**config.mk**
```make
export PLATFORM = sky130hd
export DESIGN_NAME = pipe_event_counter
export DESIGN_NICKNAME = d
export VERILOG_FILES = /design/src/rtl/pipe_event_counter.sv
export SDC_FILE = /design/constraint.sdc
export NUM_CORES = 1
export LEC_CHECK = 0
export BUFFER_PORTS_ARGS = -buffer_cell sky130_fd_sc_hd__buf_2
export CAP_MARGIN = 20
export CORE_ASPECT_RATIO = 0.75
export CORE_MARGIN = 3
export CORE_UTILIZATION = 62
export DETAILED_ROUTE_END_ITERATION = 12
export GPL_ROUTABILITY_DRIVEN = 0
export MAX_ROUTING_LAYER = met4
export PLACE_DENSITY = 0.86
export REMOVE_ABC_BUFFERS = 1
export SYNTH_ARGS = -nofsm -noshare
export SYNTH_HDL_FRONTEND = slang
export SYNTH_SLANG_ARGS = --single-unit
```
**constraint.sdc**
```tcl
create_clock -name clk_i -period 6.2 [get_ports clk_i]
set_input_delay 1.24 -clock clk_i [delete_from_list [all_inputs] [get_ports clk_i]]
set_output_delay 1.24 -clock clk_i [all_outputs]
set_load 0.05 [all_outputs]
```
**src/rtl/pipe_event_counter.sv**
```systemverilog
// rtl/pipe_event_counter.sv - pipeline performance-event counter with snapshot shadows
//
// Purpose:
//   Counts cycles, stalls, flushes, retired instructions and taken branches
//   while the CPU is in RUN. The counts can be frozen into shadow registers,
//   which are then read one at a time through data_o.
//   Optional feature macro: PERF_WINDOW_EN (periodic snapshot every WINDOW RUN cycles).
//
// Ports:
//   clk_i          clock, rising edge
//   rst_i          synchronous active-high reset
//   start_i        CPU running; counting enabled only while high
//   halt_i         one-cycle pulse, program finished
//   stall_i        hazard unit bubble this cycle
//   flush_i        IF/ID flush this cycle
//   branch_taken_i branch resolved taken in ID
//   retire_i       instruction committed in WB
//   clear_i        zero live counters and overflow flags
//   snap_req_i     snapshot request (level or pulse)
//   snap_ack_o     one-cycle pulse after a shadow update
//   sel_i          shadow select: 0 cycle, 1 stall, 2 flush, 3 retire, 4 branch, 5-7 zero
//   data_o         selected shadow value, registered
//   ovf_o          sticky saturation flags, bit order as sel_i
//   state_o        FSM state: 0 IDLE, 1 RUN, 2 DONE

module pipe_event_counter #(
  parameter int unsigned CNT_W  = 32,
  parameter int unsigned WINDOW = 64
) (
  input  logic             clk_i,
  input  logic             rst_i,
  input  logic             start_i,
  input  logic             halt_i,
  input  logic             stall_i,
  input  logic             flush_i,
  input  logic             branch_taken_i,
  input  logic             retire_i,
  input  logic             clear_i,
  input  logic             snap_req_i,
  output logic             snap_ack_o,
  input  logic [2:0]       sel_i,
  output logic [CNT_W-1:0] data_o,
  output logic [4:0]       ovf_o,
  output logic [1:0]       state_o
);

  typedef enum logic [1:0] {
    ST_IDLE = 2'd0,
    ST_RUN  = 2'd1,
    ST_DONE = 2'd2
  } state_t;

  localparam logic [CNT_W-1:0] LP_MAX = '1;
  localparam logic [CNT_W-1:0] LP_ONE = CNT_W'(1);

  state_t           r_state;
  state_t           w_state_next;
  logic             w_run;
  logic [4:0]       w_inc;
  logic [CNT_W-1:0] r_cnt     [5];
  logic [CNT_W-1:0] w_cnt_inc [5];
  logic [CNT_W-1:0] r_shadow  [5];
  logic [4:0]       w_ovf_set;
  logic [4:0]       r_ovf;
  logic             r_snap_ack;
  logic             w_snap_fire;
  logic             w_win_fire;
  logic [CNT_W-1:0] w_sel_val;
  logic [CNT_W-1:0] r_data;

  // ---------------------------------------------------------------- FSM
  always_ff @(posedge clk_i) begin
    if (rst_i) begin
      r_state <= ST_IDLE;
    end else begin
      r_state <= w_state_next;
    end
  end

  always_comb begin
    w_state_next = r_state;
    case (r_state)
      ST_IDLE: if (start_i) w_state_next = ST_RUN;
      // halt wins over a simultaneous start drop so the run ends in DONE
      ST_RUN: begin
        if (halt_i) begin
          w_state_next = ST_DONE;
        end else if (!start_i) begin
          w_state_next = ST_IDLE;
        end
      end
      ST_DONE: if (clear_i) w_state_next = ST_IDLE;
      default: w_state_next = ST_IDLE;
    endcase
  end

  assign w_run = (r_state == ST_RUN);

  // Increment enables, bit order matches sel_i / ovf_o.
  // A flush cycle is never also counted as a stall.
  assign w_inc = w_run ? {branch_taken_i, retire_i, flush_i, stall_i & ~flush_i, 1'b1}
                       : 5'b00000;

  // ---------------------------------------------------------------- counters
  always_comb begin
    for (int k = 0; k < 5; k++) begin
      w_cnt_inc[k] = r_cnt[k];
      if (w_inc[k] && (r_cnt[k] != LP_MAX)) begin
        w_cnt_inc[k] = r_cnt[k] + LP_ONE;
      end
      w_ovf_set[k] = w_inc[k] && (w_cnt_inc[k] == LP_MAX);
    end
  end

  // clear_i discards this cycle's events, so it simply zeroes instead of adding
  always_ff @(posedge clk_i) begin
    if (rst_i || clear_i) begin
      for (int k = 0; k < 5; k++) begin
        r_cnt[k] <= '0;
      end
      r_ovf <= 5'b00000;
    end else begin
      for (int k = 0; k < 5; k++) begin
        r_cnt[k] <= w_cnt_inc[k];
      end
      r_ovf <= r_ovf | w_ovf_set;
    end
  end

  // ---------------------------------------------------------------- window
`ifdef PERF_WINDOW_EN
  localparam int unsigned        LP_WIN_W    = (WINDOW > 1) ? $clog2(WINDOW) : 1;
  localparam logic [LP_WIN_W-1:0] LP_WIN_LAST = LP_WIN_W'(WINDOW - 1);
  localparam logic [LP_WIN_W-1:0] LP_WIN_ONE  = LP_WIN_W'(1);

  logic [LP_WIN_W-1:0] r_win;

  assign w_win_fire = w_run && (r_win == LP_WIN_LAST);

  always_ff @(posedge clk_i) begin
    if (rst_i || clear_i || !w_run || w_win_fire) begin
      r_win <= '0;
    end else begin
      r_win <= r_win + LP_WIN_ONE;
    end
  end
`else
  // WINDOW only matters when the periodic snapshot is built in
  logic [31:0] w_unused_window;
  assign w_unused_window = WINDOW;
  assign w_win_fire      = 1'b0;
`endif

  // ---------------------------------------------------------------- snapshot
  // A user request in the ack cycle is dropped (busy); a window snapshot
  // merges with a coincident user request into a single capture.
  assign w_snap_fire = w_win_fire | (snap_req_i & ~r_snap_ack);

  // Shadows take the post-increment, pre-clear values of this edge
  always_ff @(posedge clk_i) begin
    if (rst_i) begin
      for (int k = 0; k < 5; k++) begin
        r_shadow[k] <= '0;
      end
      r_snap_ack <= 1'b0;
    end else begin
      r_snap_ack <= w_snap_fire;
      if (w_snap_fire) begin
        for (int k = 0; k < 5; k++) begin
          r_shadow[k] <= w_cnt_inc[k];
        end
      end
    end
  end

  // ---------------------------------------------------------------- read port
  always_comb begin
    w_sel_val = '0;
    case (sel_i)
      3'd0:    w_sel_val = r_shadow[0];
      3'd1:    w_sel_val = r_shadow[1];
      3'd2:    w_sel_val = r_shadow[2];
      3'd3:    w_sel_val = r_shadow[3];
      3'd4:    w_sel_val = r_shadow[4];
      default: w_sel_val = '0;
    endcase
  end

  always_ff @(posedge clk_i) begin
    if (rst_i) begin
      r_data <= '0;
    end else begin
      r_data <= w_sel_val;
    end
  end

  assign snap_ack_o = r_snap_ack;
  assign data_o     = r_data;
  assign ovf_o      = r_ovf;
  assign state_o    = r_state;

endmodule

```
* Word-level counts from Yosys, hierarchy flattened *
Memory sizes are Yosys's and may differ from the RTL's.
Cells that the tools add are included.

cells by class
  add/subtract/negate cells = 5
  eq/ne operators = 19
  muxes and demuxes = 30
  bitwise operators = 15
  reduce and logical (&&, ||, !) cells = 14

operators with widths
  cell                   number
  $mux 32                15
  $add 32x1->32 const B  5
  $eq 32x32->1 const B   5
  $ne 32x32->1 const B   5
  $pmux 32 s5            1
  $logic_and 1x1->1      10
  $or 1x1->1             10
  $mux 1                 8
  $mux 2                 4
  $eq 3x2->1 const B     2
  $pmux 2 s3             1
  $mux 5                 1
  $or 5x5->5             1
  $ne 2x2->1 const B     2
  $eq 3x1->1 const B     1
  $eq 3x3->1 const B     1
  $logic_not 3->1        1
  $ne 3x3->1 const B     1
  $reduce_and 3->1       1
  $and 1x1->1            2
  $eq 2x1->1 const B     1
  $eq 2x2->1 const B     1
  $logic_not 2->1        1
  $not 1->1              2
  $logic_or 1x1->1       1

storage, ports and cells
  bits in registers = 40
  memory bits (writable) = 320
  bits of input ports = 13
  word-level logic and storage cells = 89
  memories = 2

memory list
  memory    depth  width  rd ports  clocked after Yosys merged registers in  write ports  RTL line  RTL
  r_cnt     5      32     5         0                                        5            60        logic [CNT_W-1:0] r_cnt [5];
  r_shadow  5      32     5         0                                        5            62        logic [CNT_W-1:0] r_shadow [5];

* Depth between registers and ports, before layout *
  word-level depth = 8
  depth in mapped cells = 11
  mapped depth without buffers = 9

* Worst setup path after synthesis *
No wires, ideal clock.

  path kind = input to register
  from = input port rst_i
  to = memory r_shadow[0][0] (enable)
  library setup time = 0.548 ns
  data arrival time = 5.090 ns
  path slack = 0.562 ns
  stages on the path = 1
  cell sequence = nand2b_1

RTL lines
  item             RTL line  RTL
  start, declared  31        input logic rst_i,
  end, declared    62

* Worst setup path after layout *
  from = input port flush_i
  to = register r_ovf[2], in the netlist ovf_o[2]

on the way
  cells in the longest elaborated chain, start to end = 6

ends and longest elaborated chain
  item                  RTL line  RTL
  start, declared       35        input logic flush_i,
  $mux 5 *              101       assign w_inc = w_run ? {branch_taken_i, retire_i, flush_i, stall_i & ~flush_i, 1'b1}
  $logic_and 1x1->1     108       if (w_inc[k] && (r_cnt[k] != LP_MAX)) begin
  $mux 32               108
  $eq 32x32->1          111       w_ovf_set[k] = w_inc[k] && (w_cnt_inc[k] == LP_MAX);
  $logic_and 1x1->1 *   111
  $or 5x5->5 *          126       r_ovf <= r_ovf | w_ovf_set;
  end signal, assigned  126
  end, declared         64        logic [4:0] r_ovf;

Every way passes the cells marked *; elsewhere a longest branch is shown, timed or not.
A chain may end at the register's enable or synchronous reset.

==> impl_metrics.toml <==
[place]
dp_hpwl_um = 30700
portBuffers = 52
dpl_cell_area_um2 = 16600
placedCellCount = 1967

[cts]
cts_sinks = 360
ctsRootBufferMaster = "clkbuf_16"
cts_tree = "done"
cts.clk_slew.worst_paths_ns = 0.07
numCtsBuffers = 35
insertion_delay_ns = 0.53
cts.path.max_buffers = 3
cts_resized = 0
h-tree-depth = 2
cts_hold_buffers = 0
postCtsSetupBuffers = 0

[worst_setup_path]
r2r-end = "ovf_o[0]"
slowest_stage = "a2111oi_0"
worstPathCellList = "buf_2, and4b_1, nand4_1, a2111oi_0, xnor2_1, a211o_1, nor4_1, nand4_1, o21ai_1"
cp_slowest_stage_delay_ns = 0.81
crit_end = "ovf_o[2]"
rr_worst_depth = 8
timing.rr.start = "state_o[1]"
crit_path_frequent_cell = "nand4_1"
arrival_ns = 3.98
worstPathMaxFanout = 5
reg2reg_slack_ns = 2.81
crit_type = "input port to register"
crit_start = "flush_i"
required_ns = 6.66
crit_path_end_kind = "register"
start_kind = "input port"

[yosys]
syn-instance-count = 1641
syn_area_um2 = 16100
synth_edf_count = 160
yosysSeqAreaShare = 0.547
synth_ff_type = "dfxtp_1"
ys_warn_count = 0
synthDistinctLibCells = 74
syn_avg_cell_area_um2 = 9.81
ys_ff_latch = 360
ys_async_sr_fraction = 0

[floorplan]
coreArea_um2 = 25300
rows = 50
fp.dieW_um = 192
dieArea_um2 = 28000
initial_core_util = 0.637
io_pins = 53
dieHeight_um = 146

[timing]
hold_viol_final = 0
slew_viol_final = 0
finalCritPeriodShare = 0.569
layout_min_cycle_time_ns = 3.53
clock_skew_ns = 0.0179
setup_tns_ns = 0
setup_viol = 0
maxSlewHeadroom = 0.293
rsz0062_at_grt = "no"
worst_pin_slew_ns = 1.05
max_freq_mhz = 284

[final_layout]
drive_gt1_frac = 0.0874
area_growth_pct = 10.2
fin_cells = 2032
design_area_um2 = 17700
fin_nets = 1685

[route]
drt_iter0_markers = 2156
detail_route.vias_per_cell = 6.48
detail_route.wl_per_cell_um = 21.8
drc_errors = 0
num_vias = 13176
wl_um = 44200
ant_nets = 0
dr.pass1.iters = 6

[global_routing]
grt_usage = 0.323
grt_max_degree = 80
grt_pass1_vias = 12131
overflow = 0
grt_pass1_wl_um = 68800
antenna_found_initial = 2

[power]
powerDensity_nw_per_um2 = 277
peakVddDrop_mv = 0.202
p_leak_nw = 6.03

[run_status]
outcome = "complete, no violations"

[hold_path]
hold_class = "register to register"

[job]
max_cap_viol_count = 0
[metrics by stage]
stage | power [mW] | util | setup WS (ns) | hold slack (ns)
floorplan | 2.73 | - | 0.562 | 0.483
global placement | 2.81 | 0.656 | 2.55 | 0.463
detailed placement | 2.81 | 0.656 | 2.41 | 0.465
CTS | 4.92 | 0.702 | 2.80 | 0.476
global route | 5.02 | 0.702 | 2.62 | 0.506
finish | 4.92 | 0.702 | 2.67 | 0.477
[cell usage after synthesis, drive strengths merged, types with 3 or more instances]
library cell,count,share of area
a2111o,3,0.0021
a2111oi,4,0.0026
a211o,3,0.0016
a211oi,7,0.0036
a21o,5,0.0023
a21oi,73,0.023
a22oi,32,0.015
a31oi,7,0.0027
a41oi,4,0.0022
and2,26,0.010
and3,43,0.017
and4,26,0.015
buf,12,0.0047
clkbuf,67,0.016
dfxtp,200,0.25
edfxtp,160,0.30
ha,5,0.0039
inv,17,0.0040
mux2i,41,0.025
nand2,81,0.019
nand2b,10,0.0039
nand3,55,0.017
nand3b,6,0.0028
nand4,59,0.024
nand4b,3,0.0016
nor2,406,0.095
nor3,32,0.011
nor3b,4,0.0019
nor4,35,0.016
nor4b,6,0.0037
o2111ai,3,0.0016
o21ai,15,0.0047
o22ai,5,0.0019
o31a,3,0.0016
o31ai,3,0.0014
or2,3,0.0012
or3,15,0.0058
or4,8,0.0037
xnor2,69,0.038
xor2,62,0.034
[report_power, final]
group / internal (mW) / switching, mW
Combinational: 0.0428 / 0.158
Sequential: 2.54 / 0.0297
Clock: 1.23 / 0.917
[sequential cells by signal, summed over array words and instances (netlist names)]
signal,cells
r_cnt,160
r_shadow,160
data_o,32
ovf_o,5
state_o,2
snap_ack_o,1
[logic make-up after synthesis]
family,after synthesis,share of synthesized area
multiplexers,44,0.0283
flip-flops,360,0.547
AO/OA/AOI/OAI,180,0.0731
buffers and inverters,96,0.0242
XOR/XNOR,131,0.0713
adder cells (fa/ha/maj),5,0.00389
AND/OR/NAND/NOR,825,0.252
[worst min path at each step]
| stage | start | slack, ns | depth (start not counted) | endpoint |
|---|---|---|---|---|
| after floorplan | r_shadow[0][128] | 0.48 | 2 | data_o[0] |
| after global placement | ovf_o[1] | 0.46 | 1 | ovf_o[1] |
| after detailed placement | ovf_o[2] | 0.46 | 2 | ovf_o[2] |
| after CTS | ovf_o[2] | 0.48 | 2 | ovf_o[2] |
| after global routing | ovf_o[1] | 0.51 | 1 | ovf_o[1] |
| final | ovf_o[1] | 0.48 | 1 | ovf_o[1] |
[area by class of cell]
cell class | instances | area [µm²]
well taps | 338 | 423
clock inverters | 20 | 181
inverters | 17 | 63.8
repair buffers | 68 | 378
multi-input cells | 1185 | 6920
flip-flops and latches | 360 | 8810
diodes | 1 | 2.50
fillers | 1805 | 7530
clock buffers | 43 | 958
[per-layer routing]
metal,GRT usage,vias to the layer above,part of all wire
met1,0.485,6228,0.42
met3,0.0838,90,0.14
met2,0.437,939,0.42
li1,-,5919,-
met4,0.0837,0,0.024
met5,-,-,0
[critical path: cells and delay by family]
| kind | cells | cell delay [ns] |
|---|---|---|
| AOI/OAI and AO/OA | 3 | 1.28 |
| and+or+nand+nor | 4 | 0.97 |
| xor gates and xnor gates | 1 | 0.27 |
| buffers and inverters | 1 | 0.22 |
[cells in the final DEF (no fill, tap or decap), types with 4 or more instances in the layout]
cell type,n
nor2_1,406
dfxtp_1,200
edfxtp_1,160
nand2_1,80
a21oi_1,73
xnor2_1,69
xor2_1,62
nand4_1,57
nand3_1,55
buf_2,53
and3_1,43
mux2i_1,41
clkbuf_16,37
a22oi_1,32
nor4_1,31
nor3_1,30
and2_1,25
and4_1,23
inv_1,17
or3_1,15
buf_4,15
o21ai_0,11
nand2b_1,9
or4_1,8
clkinv_2,8
a31oi_1,7
nand3b_1,6
a211oi_1,6
a21o_1,5
nor4b_1,5
o22ai_1,5
ha_1,5
clkinv_1,5
clkbuf_1,5
o21ai_1,4
a41oi_1,4
Power figures use the tool's default switching activity.
